`src/rtl/fact_pkg.sv`:
```
// -----------------------------------------------------------------------------
// fact_pkg
//   Shared definitions for the factorial / double-factorial engine.
//   - fact_state_e : engine FSM states (IDLE waits for a job, CALC iterates)
//   - MODE_FACT    : compute n!
//   - MODE_DFACT   : compute n!! (every second factor)
//   - cnt_decrement: how far the loop counter moves per multiply for a mode
// -----------------------------------------------------------------------------
package fact_pkg;

    typedef enum logic [0:0] {
        IDLE = 1'b0,
        CALC = 1'b1
    } fact_state_e;

    localparam logic MODE_FACT  = 1'b0;
    localparam logic MODE_DFACT = 1'b1;

    // Step size of the descending factor counter: 1 for n!, 2 for n!!.
    function automatic logic [1:0] cnt_decrement(input logic job_mode);
        return (job_mode == MODE_DFACT) ? 2'd2 : 2'd1;
    endfunction

endpackage : fact_pkg

```
`src/rtl/fact_mul_step.sv`:
```
// -----------------------------------------------------------------------------
// fact_mul_step
//   One iteration of the factorial loop, purely combinational.
//   Multiplies the running accumulator by the current factor at full
//   OUT_W+IN_W precision, flags overflow when any bit above OUT_W is set and
//   folds it into the job's sticky overflow flag.
//
//   Parameters
//     IN_W     : width of the factor (loop counter)
//     OUT_W    : width of the accumulator
//     SATURATE : 1 = clamp to all-ones once the job has overflowed,
//                0 = keep the low OUT_W bits (wrap modulo 2^OUT_W)
//
//   Ports
//     acc      in  OUT_W  running product
//     cnt      in  IN_W   current factor
//     ovf      in  1      sticky overflow of the job so far
//     acc_next out OUT_W  accumulator after this multiply
//     ovf_next out 1      sticky overflow after this multiply
// -----------------------------------------------------------------------------
module fact_mul_step #(
    parameter int IN_W     = 8,
    parameter int OUT_W    = 16,
    parameter int SATURATE = 0
) (
    input  logic [OUT_W-1:0] acc,
    input  logic [IN_W-1:0]  cnt,
    input  logic             ovf,
    output logic [OUT_W-1:0] acc_next,
    output logic             ovf_next
);

    localparam int PROD_W = OUT_W + IN_W;

    logic [PROD_W-1:0] prod;
    logic              prod_ovf;

    always_comb begin
        prod     = PROD_W'(acc) * PROD_W'(cnt);
        // Anything in the top IN_W bits cannot be represented in the result.
        prod_ovf = |prod[PROD_W-1:OUT_W];
        ovf_next = ovf | prod_ovf;
    end

    generate
        if (SATURATE != 0) begin : g_saturate
            // Once the job has overflowed (now or earlier) the accumulator is
            // pinned to all-ones; further multiplies keep re-deriving it.
            assign acc_next = ovf_next ? {OUT_W{1'b1}} : prod[OUT_W-1:0];
        end else begin : g_wrap
            assign acc_next = prod[OUT_W-1:0];
        end
    endgenerate

endmodule : fact_mul_step

```
`src/rtl/fact_engine.sv`:
```
// -----------------------------------------------------------------------------
// fact_engine
//   Iterative n! / n!! engine behind a start/done handshake, one multiply per
//   clock. A job is accepted from IDLE on start, runs in CALC until the factor
//   counter reaches 0 or 1, then publishes the result with a one-cycle done
//   pulse. done and the return to IDLE coincide, so a new start in the done
//   cycle is accepted with no bubble.
//
//   Parameters
//     IN_W     : operand width
//     OUT_W    : accumulator / result width
//     SATURATE : 1 = clamp result to all-ones on overflow, 0 = wrap
//
//   Ports
//     clk       in  1      system clock, rising edge
//     reset_n   in  1      synchronous active-low reset (aborts any job)
//     start     in  1      job request, honoured only in IDLE
//     mode      in  1      0 = n!, 1 = n!!, latched on accept
//     fdata_in  in  IN_W   operand n, latched on accept
//     busy      out 1      high while a job is in CALC
//     done      out 1      one-cycle pulse, result valid
//     overflow  out 1      true result exceeded OUT_W bits; held with result
//     fdata_out out OUT_W  result, held until the next done
// -----------------------------------------------------------------------------
module fact_engine
    import fact_pkg::*;
#(
    parameter int IN_W     = 8,
    parameter int OUT_W    = 16,
    parameter int SATURATE = 0
) (
    input  logic             clk,
    input  logic             reset_n,
    input  logic             start,
    input  logic             mode,
    input  logic [IN_W-1:0]  fdata_in,
    output logic             busy,
    output logic             done,
    output logic             overflow,
    output logic [OUT_W-1:0] fdata_out
);

    fact_state_e      state_reg;
    logic [OUT_W-1:0] acc_reg;
    logic [IN_W-1:0]  cnt_reg;
    logic             mode_reg;
    logic             ovf_reg;
    logic             done_reg;
    logic             overflow_reg;
    logic [OUT_W-1:0] fdata_out_reg;

    logic [OUT_W-1:0] acc_next;
    logic             ovf_next;
    logic             cnt_le_one;
    logic [IN_W-1:0]  cnt_next;

    // -------------------------------------------------------------------------
    // Multiply datapath
    // -------------------------------------------------------------------------
    fact_mul_step #(
        .IN_W     (IN_W),
        .OUT_W    (OUT_W),
        .SATURATE (SATURATE)
    ) u_mul_step (
        .acc      (acc_reg),
        .cnt      (cnt_reg),
        .ovf      (ovf_reg),
        .acc_next (acc_next),
        .ovf_next (ovf_next)
    );

    // Loop terminates when no factor >= 2 remains. Checking the upper bits
    // for zero covers both 0 and 1 without a magnitude comparator.
    assign cnt_le_one = (cnt_reg[IN_W-1:1] == '0);

    // Only evaluated when cnt >= 2, so the n!! step never underflows.
    assign cnt_next = cnt_reg - IN_W'(cnt_decrement(mode_reg));

    // -------------------------------------------------------------------------
    // FSM, counters and output registers
    // -------------------------------------------------------------------------
    always_ff @(posedge clk) begin
        if (!reset_n) begin
            state_reg     <= IDLE;
            acc_reg       <= OUT_W'(1);
            cnt_reg       <= '0;
            mode_reg      <= MODE_FACT;
            ovf_reg       <= 1'b0;
            done_reg      <= 1'b0;
            overflow_reg  <= 1'b0;
            fdata_out_reg <= '0;
        end else begin
            done_reg <= 1'b0;
            unique case (state_reg)
                IDLE: begin
                    if (start) begin
                        acc_reg   <= OUT_W'(1);
                        cnt_reg   <= fdata_in;
                        mode_reg  <= mode;
                        ovf_reg   <= 1'b0;
                        state_reg <= CALC;
                    end
                end
                CALC: begin
                    if (cnt_le_one) begin
                        fdata_out_reg <= acc_reg;
                        overflow_reg  <= ovf_reg;
                        done_reg      <= 1'b1;
                        state_reg     <= IDLE;
                    end else begin
                        acc_reg <= acc_next;
                        ovf_reg <= ovf_next;
                        cnt_reg <= cnt_next;
                    end
                end
                default: begin
                    state_reg <= IDLE;
                end
            endcase
        end
    end

    // busy comes straight from the state so it falls in the same cycle that
    // done rises.
    assign busy      = (state_reg == CALC);
    assign done      = done_reg;
    assign overflow  = overflow_reg;
    assign fdata_out = fdata_out_reg;

endmodule : fact_engine
```
`config.mk`:
```
export PLATFORM = sky130hd
export DESIGN_NAME = fact_engine
export DESIGN_NICKNAME = d
export VERILOG_FILES = /design/src/rtl/fact_pkg.sv /design/src/rtl/fact_mul_step.sv /design/src/rtl/fact_engine.sv
export SDC_FILE = /design/constraint.sdc
export NUM_CORES = 1
export LEC_CHECK = 0
export CAP_MARGIN = 10
export CORE_MARGIN = 3
export CORE_UTILIZATION = 62
export CTS_CLUSTER_DIAMETER = 30
export DETAILED_ROUTE_END_ITERATION = 8
export PLACE_DENSITY = 0.94
export SYNTH_ARGS = -nofsm -noshare
export SYNTH_HDL_FRONTEND = slang
export SYNTH_SLANG_ARGS = --single-unit
```
`constraint.sdc`:
```
create_clock -name clk -period 6.9 [get_ports clk]
set_clock_uncertainty 0.2 [all_clocks]
set_input_delay 1.035 -clock clk [delete_from_list [all_inputs] [get_ports clk]]
set_output_delay 1.035 -clock clk [all_outputs]
set_load 0.01 [all_outputs]
```
==> flow_summary.ini, run 1 <==
[clock_tree]
insertion_delay_ps = 320
clock_path_buffers = 2
cts_root_buf = clkbuf_8
numCtsBuffers = 5
cts-resized-gates = 0
cts_tree = yes
clkTransAtPathRegs_ps = 110
hold_buffers = 0
post_cts_buffers = 0
h-tree-depth = 2
cts_sinks = 45

[place]
dp.final_hpwl_um = 10820
placed_area_um2 = 6285
portBuffers = 30
routabilityCongestion = 0.9223

[finish]
nets = 864
final_area_um2 = 6382
post-route-util_pct = 68.75
area_delta_synth_final_pct = 7.344
final_cell_mix = inv_1 (111), nand2_1 (98), and2_1 (95), fa_1 (85), a21oi_1 (51)
n_fill_cell = 671
antenna_cells = 0
layout_commonest_cell = inv_1
layout-drive-gt1-share_pct = 3.186

[synthesis]
synth_edf_count = 0
synth.distinct_cells = 50
yosys_most_used_dff = dfxtp_1
synthArstFlopShare_pct = 0
synth-seq-area-share_pct = 15.15
yosys_warnings = 0
synth_area_um2 = 5946
avgSynthCellArea_um2 = 8.292
synth_seq_cells = 45
synthCells = 717
syn-num-nets = 860

[critical_path]
r2r_setup_slack_ps = 1370
crit_type = flop to flop
crit_end = ovf_reg$_SDFFE_PN0P_
cp-end-kind = flop
reg2reg_depth = 17
crit_path_start = cnt_reg[3]$_SDFFE_PN0P_
worstPathRequired_ps = 6900
startpoint_type = flop
rr_endpoint = ovf_reg$_SDFFE_PN0P_
critPathMaxFanout = 21
r2r-start = cnt_reg[3]$_SDFFE_PN0P_
worstPathArrival_ps = 5530

[timing]
hold_viol = 0
fin_crit_ps = 5526
slew_viol_final = 0
worstMarginPinSlew_ps = 754.0
period_share_pct = 80.09
setup_viol = 0
fmax_ghz = 0.1810
rsz0062_at_grt = false
finalSetupTns_ps = 0
max_slew_margin_pct = 49.66

[min_path]
worst_hold_path_type = flop to flop

[flow_run]
cap_violations = 0

[global_route]
grt_pass1_vias = 5290
grt_overflow = 0
grt_usage_pct = 27.67
grt_use_met3_pct = 5.587
top_usage_layer = met2
grtUsageMet1_pct = 33.48
antenna_found_initial = 0
grt_pass1_wl_um = 24650
met2_usage_pct = 48.14
grt_max_degree = 41

[route]
drc = 0
wl_per_cell_um = 17.07
routed_via_density = 5.941
wirelength_um = 14530
first_pass_iters = 7
detailroute.via_count = 5056
route.antenna.remaining_nets = 0
drt_iter0_markers = 321

[floorplanning]
chipWidth_um = 103.9
die-area_um2 = 10800
design.portCount = 31
coreArea_um2 = 9284
row_count = 35
die_h_um = 103.9
initial_utilization_pct = 64.04

[pwr]
power.leakage_nw = 3.012
peakVddDrop_uv = 139.7
power_density_nw_per_um2 = 111.7

[status]
outcome = finished, final reports clean
## power breakdown
group          internal (mW)  switching, mW
Sequential             0.273         0.0537
Combinational         0.0769          0.113
Clock                 0.0769          0.119
Total                  0.427          0.286
## routing by layer
metal | part of all wire (%) | wire length, um | vias to the layer above
met5 | 0 | 0 | -
met4 | 4.1 | 600 | 0
met3 | 8.4 | 1225 | 67
met2 | 51 | 7365 | 273
met1 | 37 | 5338 | 2456
li1 | - | - | 2260
## stage by stage
step	worst slack (ps)	power [mW]	instances	hold slack (ps)
floorplan	1827	0.4508	717	245.3
CTS	1467	0.7062	851	263.3
global route	1131	0.7479	851	289.1
global placement	1736	0.5003	843	244.4
detailed placement	1473	0.5160	843	248.5
finish	1374	0.7126	851	263.6
## kinds of logic after synthesis
| group | count (synthesis) | synth area share (%) |
|---|---|---|
| simple gates | 264 | 22.35 |
| buf+inv | 148 | 9.575 |
| fa+ha+maj | 131 | 38.30 |
| compound gates | 109 | 11.51 |
| flops | 45 | 15.15 |
| xor+xnor | 14 | 2.062 |
| mux | 6 | 1.052 |
## cells in the mapped netlist (3+ instances only)
cell	instances	area, um2
nand2b_1	5	31.28
a211oi_1	7	52.55
nand3_1	16	80.08
inv_1	111	416.7
o21bai_1	6	45.04
ha_1	46	575.6
nor2_1	28	105.1
o21ai_0	13	65.06
a21o_1	8	60.06
nand2_1	98	367.9
o21a_1	3	22.52
xnor2_1	10	87.58
clkbuf_1	31	116.4
nor2b_1	3	18.77
xor2_1	4	35.03
and3_1	3	18.77
nor3_1	4	20.02
buf_2	5	25.02
mux2i_1	4	40.04
a21oi_1	51	255.2
a31oi_1	3	18.77
and2_1	95	594.3
dfxtp_1	45	900.9
fa_1	85	1702
## worst max-delay path, stage by stage (launching register included)
cell	delay, ps
dfxtp_1	820
nand2_1	170
fa_1	530
inv_1	50
fa_1	480
fa_1	490
inv_1	50
fa_1	490
inv_1	50
ha_1	390
and3_1	230
and3_4	210
a211oi_4	80
o21ai_2	240
a21oi_1	130
or4_1	450
a211oi_2	210
a41oi_1	140
## final cells by class
| type | count | area [um2] | share of cell area (%) |
|---|---|---|---|
| multi-input combinational | 524 | 4476 | 70.12 |
| tap | 129 | 161.4 | 2.529 |
| clock inverter | 3 | 28.78 | 0.4509 |
| sequential | 45 | 900.9 | 14.11 |
| timing repair buffer | 34 | 330.3 | 5.175 |
| clock buffer | 5 | 68.82 | 1.078 |
| inverter | 111 | 416.7 | 6.528 |
## worst min path at each step
| stage | end | start | slack (ps) | depth (start not counted) |
|---|---|---|---|---|
| 6_report | fdata_out[12]$_SDFFE_PN0P_ | fdata_out[12]$_SDFFE_PN0P_ | 260 | 2 |
| 5_1_grt | fdata_out[0]$_SDFFE_PN0P_ | fdata_out[0]$_SDFFE_PN0P_ | 290 | 2 |
| 4_1_cts | fdata_out[12]$_SDFFE_PN0P_ | fdata_out[12]$_SDFFE_PN0P_ | 260 | 2 |
| 3_5_place_dp | fdata_out[12]$_SDFFE_PN0P_ | fdata_out[12]$_SDFFE_PN0P_ | 250 | 2 |
| 3_3_place_gp | fdata_out[3]$_SDFFE_PN0P_ | fdata_out[3]$_SDFFE_PN0P_ | 240 | 2 |
| 2_1_floorplan | overflow$_SDFFE_PN0P_ | ovf_reg$_SDFFE_PN0P_ | 250 | 2 |
(Power assumes the default switching activity.)
==> run 2: changes to the inputs <==
- clock period: 6.9 -> 5.6 ns (I/O delays scaled with it)
==> run 2 against run 1 <==
  * Global-route usage is 0.85 points higher
  * Sequential share of layout area hardly changed
  * Flip-flop and latch count stayed put
  * First-iteration DRC count is 13% lower
  * Routed wire length rose by 1.8%
  * Largest power group unchanged
  * Core utilization is 0.32 points higher
  * Critical path type unchanged
  * Via count increased by 0.77%
  * Total power grew 24%
  * Setup slack got worse by 1100 ps
  * Die area did not move
  * Largest cell class unchanged
  * Cell count increased by 0.47%
  * Critical path depth unchanged
==> flow_summary.ini, run 2 (synthesized netlist as in run 1, its figures left out) <==
[finish]
fin_cells = 855
antenna_cells = 0
nets = 868
area_delta_synth_final_pct = 7.849
final_cell_mix = inv_1 (111), nand2_1 (98), and2_1 (95), fa_1 (85), a21oi_1 (51)
layout_commonest_cell = inv_1
seq_area_um2 = 904.6
layout-drive-gt1-share_pct = 4.132
n_fill_cell = 679
multi_input_comb_area_um2 = 4476

[status]
outcome = finished, final reports clean

[clock_tree]
numCtsBuffers = 5
insertion_delay_ps = 310
cts-resized-gates = 0
cts_tree = yes
cts_sinks = 45
hold_buffers = 0
clock_path_buffers = 2
clkTransAtPathRegs_ps = 110
cts_root_buf = clkbuf_8
post_cts_buffers = 0
h-tree-depth = 2

[route]
drt_iter0_markers = 278
routed_via_density = 5.959
route.antenna.remaining_nets = 0
drc = 0
detailroute.via_count = 5095
first_pass_iters = 6
wl_per_cell_um = 17.30
wirelength_um = 14790

[critical_path]
r2r_setup_slack_ps = 290
cp-end-kind = flop
rr_endpoint = ovf_reg$_SDFFE_PN0P_
worstPathRequired_ps = 5580
startpoint_type = flop
reg2reg_depth = 17
r2r-start = cnt_reg[5]$_SDFFE_PN0P_
worstPathArrival_ps = 5290
critPathMaxFanout = 15
crit_type = flop to flop

[pwr]
finalPower_uw = 883.8
power_density_nw_per_um2 = 137.8
clkPwrFrac_pct = 26.9
p_seq_share_pct = 45.2
pwr-share-comb_pct = 27.8
netSwitchingFraction_pct = 40.32
switchingPower_uw = 356.3
peakVddDrop_uv = 168.0
intPower_uw = 527.4
power.leakage_nw = 3.028

[flow_run]
cap_violations = 0

[place]
dp_worst_setup_slack_ps = 131.0
place_inst = 847
routabilityCongestion = 0.9194
portBuffers = 30
dp.final_hpwl_um = 11080

[timing]
setup_viol = 0
hold_viol = 0
worstMarginPinSlew_ps = 781.6
timing.final.ws_setup_ps = 286.2
max_slew_margin_pct = 47.82
holdWs_ps = 266.4
slew_viol_final = 0
fmax_ghz = 0.1882
fin_crit_ps = 5314
period_share_pct = 94.89

[global_route]
grt_pass1_wl_um = 25330
grt_usage_pct = 28.52
grt_overflow = 0
antenna_found_initial = 0
grt_max_degree = 41
grt_pass1_vias = 5467

[floorplanning]
chipWidth_um = 103.9
initial_utilization_pct = 64.04
die_h_um = 103.9
die-area_um2 = 10800
row_count = 35
design.portCount = 31
coreArea_um2 = 9284

[min_path]
worst_hold_path_type = flop to flop
worstHoldEndpoint = fdata_out[11]$_SDFFE_PN0P_
min_path_cells = 2
hp-start = fdata_out[11]$_SDFFE_PN0P_
-- run 2: changes by cell type in the layout (fill, tap and decap cells not counted) --
cell and delta:
buf_4 +4, dfxtp_1 -3, dfxtp_2 +3, clkinvlp_4 +1, inv_8 -1
-- run 2: per-stage QoR --
step	TNS [ps]	cell area [um2]	util, %
2_1_floorplan	0	5946	-
3_3_place_gp	0	6315	68.02
3_5_place_dp	0	6315	68.02
4_1_cts	0	6409	69.03
5_1_grt	-14.47	6412	69.07
6_report	0	6412	69.07
-- run 2: power groups by stage --
stage	Combinational [mW]	Clock [mW]	Sequential, mW
3_5_place_dp	0.239	0	0.402
5_1_grt	0.276	0.249	0.404
3_3_place_gp	0.223	0	0.399
6_report	0.246	0.238	0.400
4_1_cts	0.242	0.238	0.395
2_1_floorplan	0.198	0	0.358
-- run 2: worst max-delay path by stage --
stage                            start                    to  slack, ps
2_1_floorplan  cnt_reg[2]$_SDFFE_PN0P_  ovf_reg$_SDFFE_PN0P_        530
3_3_place_gp   cnt_reg[3]$_SDFFE_PN0P_  ovf_reg$_SDFFE_PN0P_        440
3_5_place_dp   cnt_reg[3]$_SDFFE_PN0P_  ovf_reg$_SDFFE_PN0P_        130
4_1_cts        cnt_reg[3]$_SDFFE_PN0P_  ovf_reg$_SDFFE_PN0P_        150
5_1_grt        cnt_reg[7]$_SDFFE_PN0P_  ovf_reg$_SDFFE_PN0P_        -10
6_report       cnt_reg[5]$_SDFFE_PN0P_  ovf_reg$_SDFFE_PN0P_        290
-- run 2: layout make-up --
| cell class | count | share of cell area [%] |
|---|---|---|
| Clock inverter | 3 | 0.3902 |
| Sequential cell | 45 | 14.11 |
| Timing Repair Buffer | 38 | 5.620 |
| Multi-Input combinational cell | 524 | 69.80 |
| Tap cell | 129 | 2.517 |
| Clock buffer | 5 | 1.073 |
| Inverter | 111 | 6.498 |
-- run 2: critical path: stages (launching register included) --
cell	delay (ps)
dfxtp_1	670
nand2_1	170
fa_1	520
fa_1	500
inv_1	50
fa_1	470
inv_1	50
fa_1	470
inv_1	40
ha_1	320
o21ai_0	130
nor2_1	290
a211oi_4	140
o21ai_2	220
a21oi_1	120
or4_1	440
a211oi_2	220
a41oi_1	160
-- run 2: metal layers --
layer	track usage [%]	wire length, um	up-vias
li1	-	-	2270
met1	33.67	5428	2500
met2	50.00	7506	240
met3	5.214	1131	85
met4	13.96	721	0
met5	0	0	-
==> run 3: changes to the inputs <==
- CORE_MARGIN: 3 -> 2
- SETUP_SLACK_MARGIN: not set -> 0.1
- TNS_END_PERCENT: not set -> 5
==> run 3 against run 2 <==
  * Die area fell by 3.8%
  * Largest cell class unchanged
  * Critical path depth decreased by 1
  * Maximum frequency rose by 0.86%
  * Worst hold slack worse by 4.7 ps
  * First-iteration DRC count increased by 24%
  * Critical path type unchanged
  * Flip-flop and latch count unchanged
==> flow_summary.ini, run 3 (synthesized netlist as in run 1, its figures left out) <==
[min_path]
worst_hold_path_type = flop to flop
hp-start = fdata_out[1]$_SDFFE_PN0P_
min_path_cells = 2

[place]
place_inst = 849
portBuffers = 30
placed_area_um2 = 6330
routabilityCongestion = 0.8826
dp.final_hpwl_um = 11330

[finish]
layout_commonest_cell = inv_1
n_fill_cell = 668
final_area_um2 = 6459
area_delta_synth_final_pct = 8.628
final_cell_mix = inv_1 (111), nand2_1 (98), and2_1 (95), fa_1 (85), a21oi_1 (51)
layout-drive-gt1-share_pct = 4.808
nets = 870
fin_cells = 857
antenna_cells = 0
post-route-util_pct = 69.57

[clock_tree]
hold_buffers = 0
cts-resized-gates = 0
post_cts_buffers = 0
cts_sinks = 45
clkTransAtPathRegs_ps = 110
h-tree-depth = 2
numCtsBuffers = 5
clock_path_buffers = 2
insertion_delay_ps = 320
cts_root_buf = clkbuf_8
cts_tree = yes

[floorplanning]
die_h_um = 101.9
initial_utilization_pct = 64.04
die-area_um2 = 10390
coreArea_um2 = 9284
design.portCount = 31
chipWidth_um = 101.9
row_count = 35

[critical_path]
timing.critical_path.mode_cell = fa_1
reg2reg_depth = 16
path_delay_family = adder cells
cp-end-kind = flop
worstPathArrival_ps = 5260
cp_slowest_cell = dfxtp_2
cp_cell_sequence = and2_1, fa_1, fa_1, fa_1, inv_1, fa_1, inv_1, ha_1, and3_1, and3_4, a211oi_4, o21ai_2, a21oi_1, or4_1, a211oi_2, a41oi_1
cp_num_buf_inv = 2
r2r-start = cnt_reg[4]$_SDFFE_PN0P_
crit_type = flop to flop
worst-path-stages = 16
critPathMaxFanout = 21
cpPeakStageDelay_ps = 610
crit_path_start = cnt_reg[4]$_SDFFE_PN0P_
worstPathRequired_ps = 5600
startpoint_type = flop

[pwr]
power_density_nw_per_um2 = 143.3
finalPower_uw = 925.5
peakVddDrop_uv = 174.3
power.leakage_nw = 3.056

[route]
route.antenna.remaining_nets = 0
first_pass_iters = 5
drc = 0
wirelength_um = 15340
wl_per_cell_um = 17.89
drt_iter0_markers = 344
detailroute.via_count = 5075
routed_via_density = 5.922

[timing]
fmax_ghz = 0.1898
max_slew_margin_pct = 49.64
hold_viol = 0
slew_viol_final = 0
setup_viol = 0
rsz0062_at_grt = false
finalSetupTns_ps = 0
fin_crit_ps = 5268
worstMarginPinSlew_ps = 754.4
period_share_pct = 94.08

[global_route]
grt_usage_pct = 31.10
grt_pass1_wl_um = 25020
grt_pass1_vias = 5360
grt_overflow = 0
antenna_found_initial = 0
grt_max_degree = 41

[flow_run]
cap_violations = 0

[status]
outcome = finished, final reports clean
## run 3: power by group
| part | leakage (nW) | internal, mW | switching, mW | total, mW |
|---|---|---|---|---|
| registers | 0.368 | 0.338 | 0.0628 | 0.400 |
| logic | 2.63 | 0.100 | 0.151 | 0.251 |
| clock network | 0.0603 | 0.137 | 0.137 | 0.274 |
| total | 3.06 | 0.575 | 0.351 | 0.926 |
## run 3: cell type report
type | count | area [um2] | area share (%)
Tap cell | 129 | 161.4 | 2.499
Clock inverter | 3 | 50.05 | 0.7749
Sequential cell | 45 | 910.9 | 14.10
Clock buffer | 5 | 68.82 | 1.065
Multi-Input combinational cell | 524 | 4476 | 69.29
Inverter | 111 | 416.7 | 6.451
Timing Repair Buffer | 40 | 375.4 | 5.812
## run 3: path summary, 6_finish.rpt
| kind | endpoint | slack (ps) |
|---|---|---|
| setup / recovery | ovf_reg$_SDFFE_PN0P_ | 330 |
| setup reg to reg | ovf_reg$_SDFFE_PN0P_ | 330 |
| hold reg to reg | fdata_out[1]$_SDFFE_PN0P_ | 260 |
| hold / removal | fdata_out[1]$_SDFFE_PN0P_ | 260 |
## run 3: tightest hold or removal path: stages, from the launching register on
cell     delay [ps]
dfxtp_1         320
nand2_1          50
a21oi_1          50
## run 3: stage by stage
step | worst slack, ps | hold WS, ps
after floorplan | 526.6 | 245.3
after global placement | 453.3 | 244.3
after detailed placement | 175.9 | 253.0
after CTS | 153.9 | 266.4
after global routing | 134.4 | 285.3
final | 331.5 | 261.7
## run 3: layer usage
| layer | part of all wire (%) | track usage, % | vias up |
|---|---|---|---|
| li1 | - | - | 2267 |
| met1 | 38 | 38.04 | 2485 |
| met2 | 50 | 53.09 | 254 |
| met3 | 7.3 | 4.993 | 69 |
| met4 | 4.4 | 16.31 | 0 |
| met5 | 0 | 0 | - |
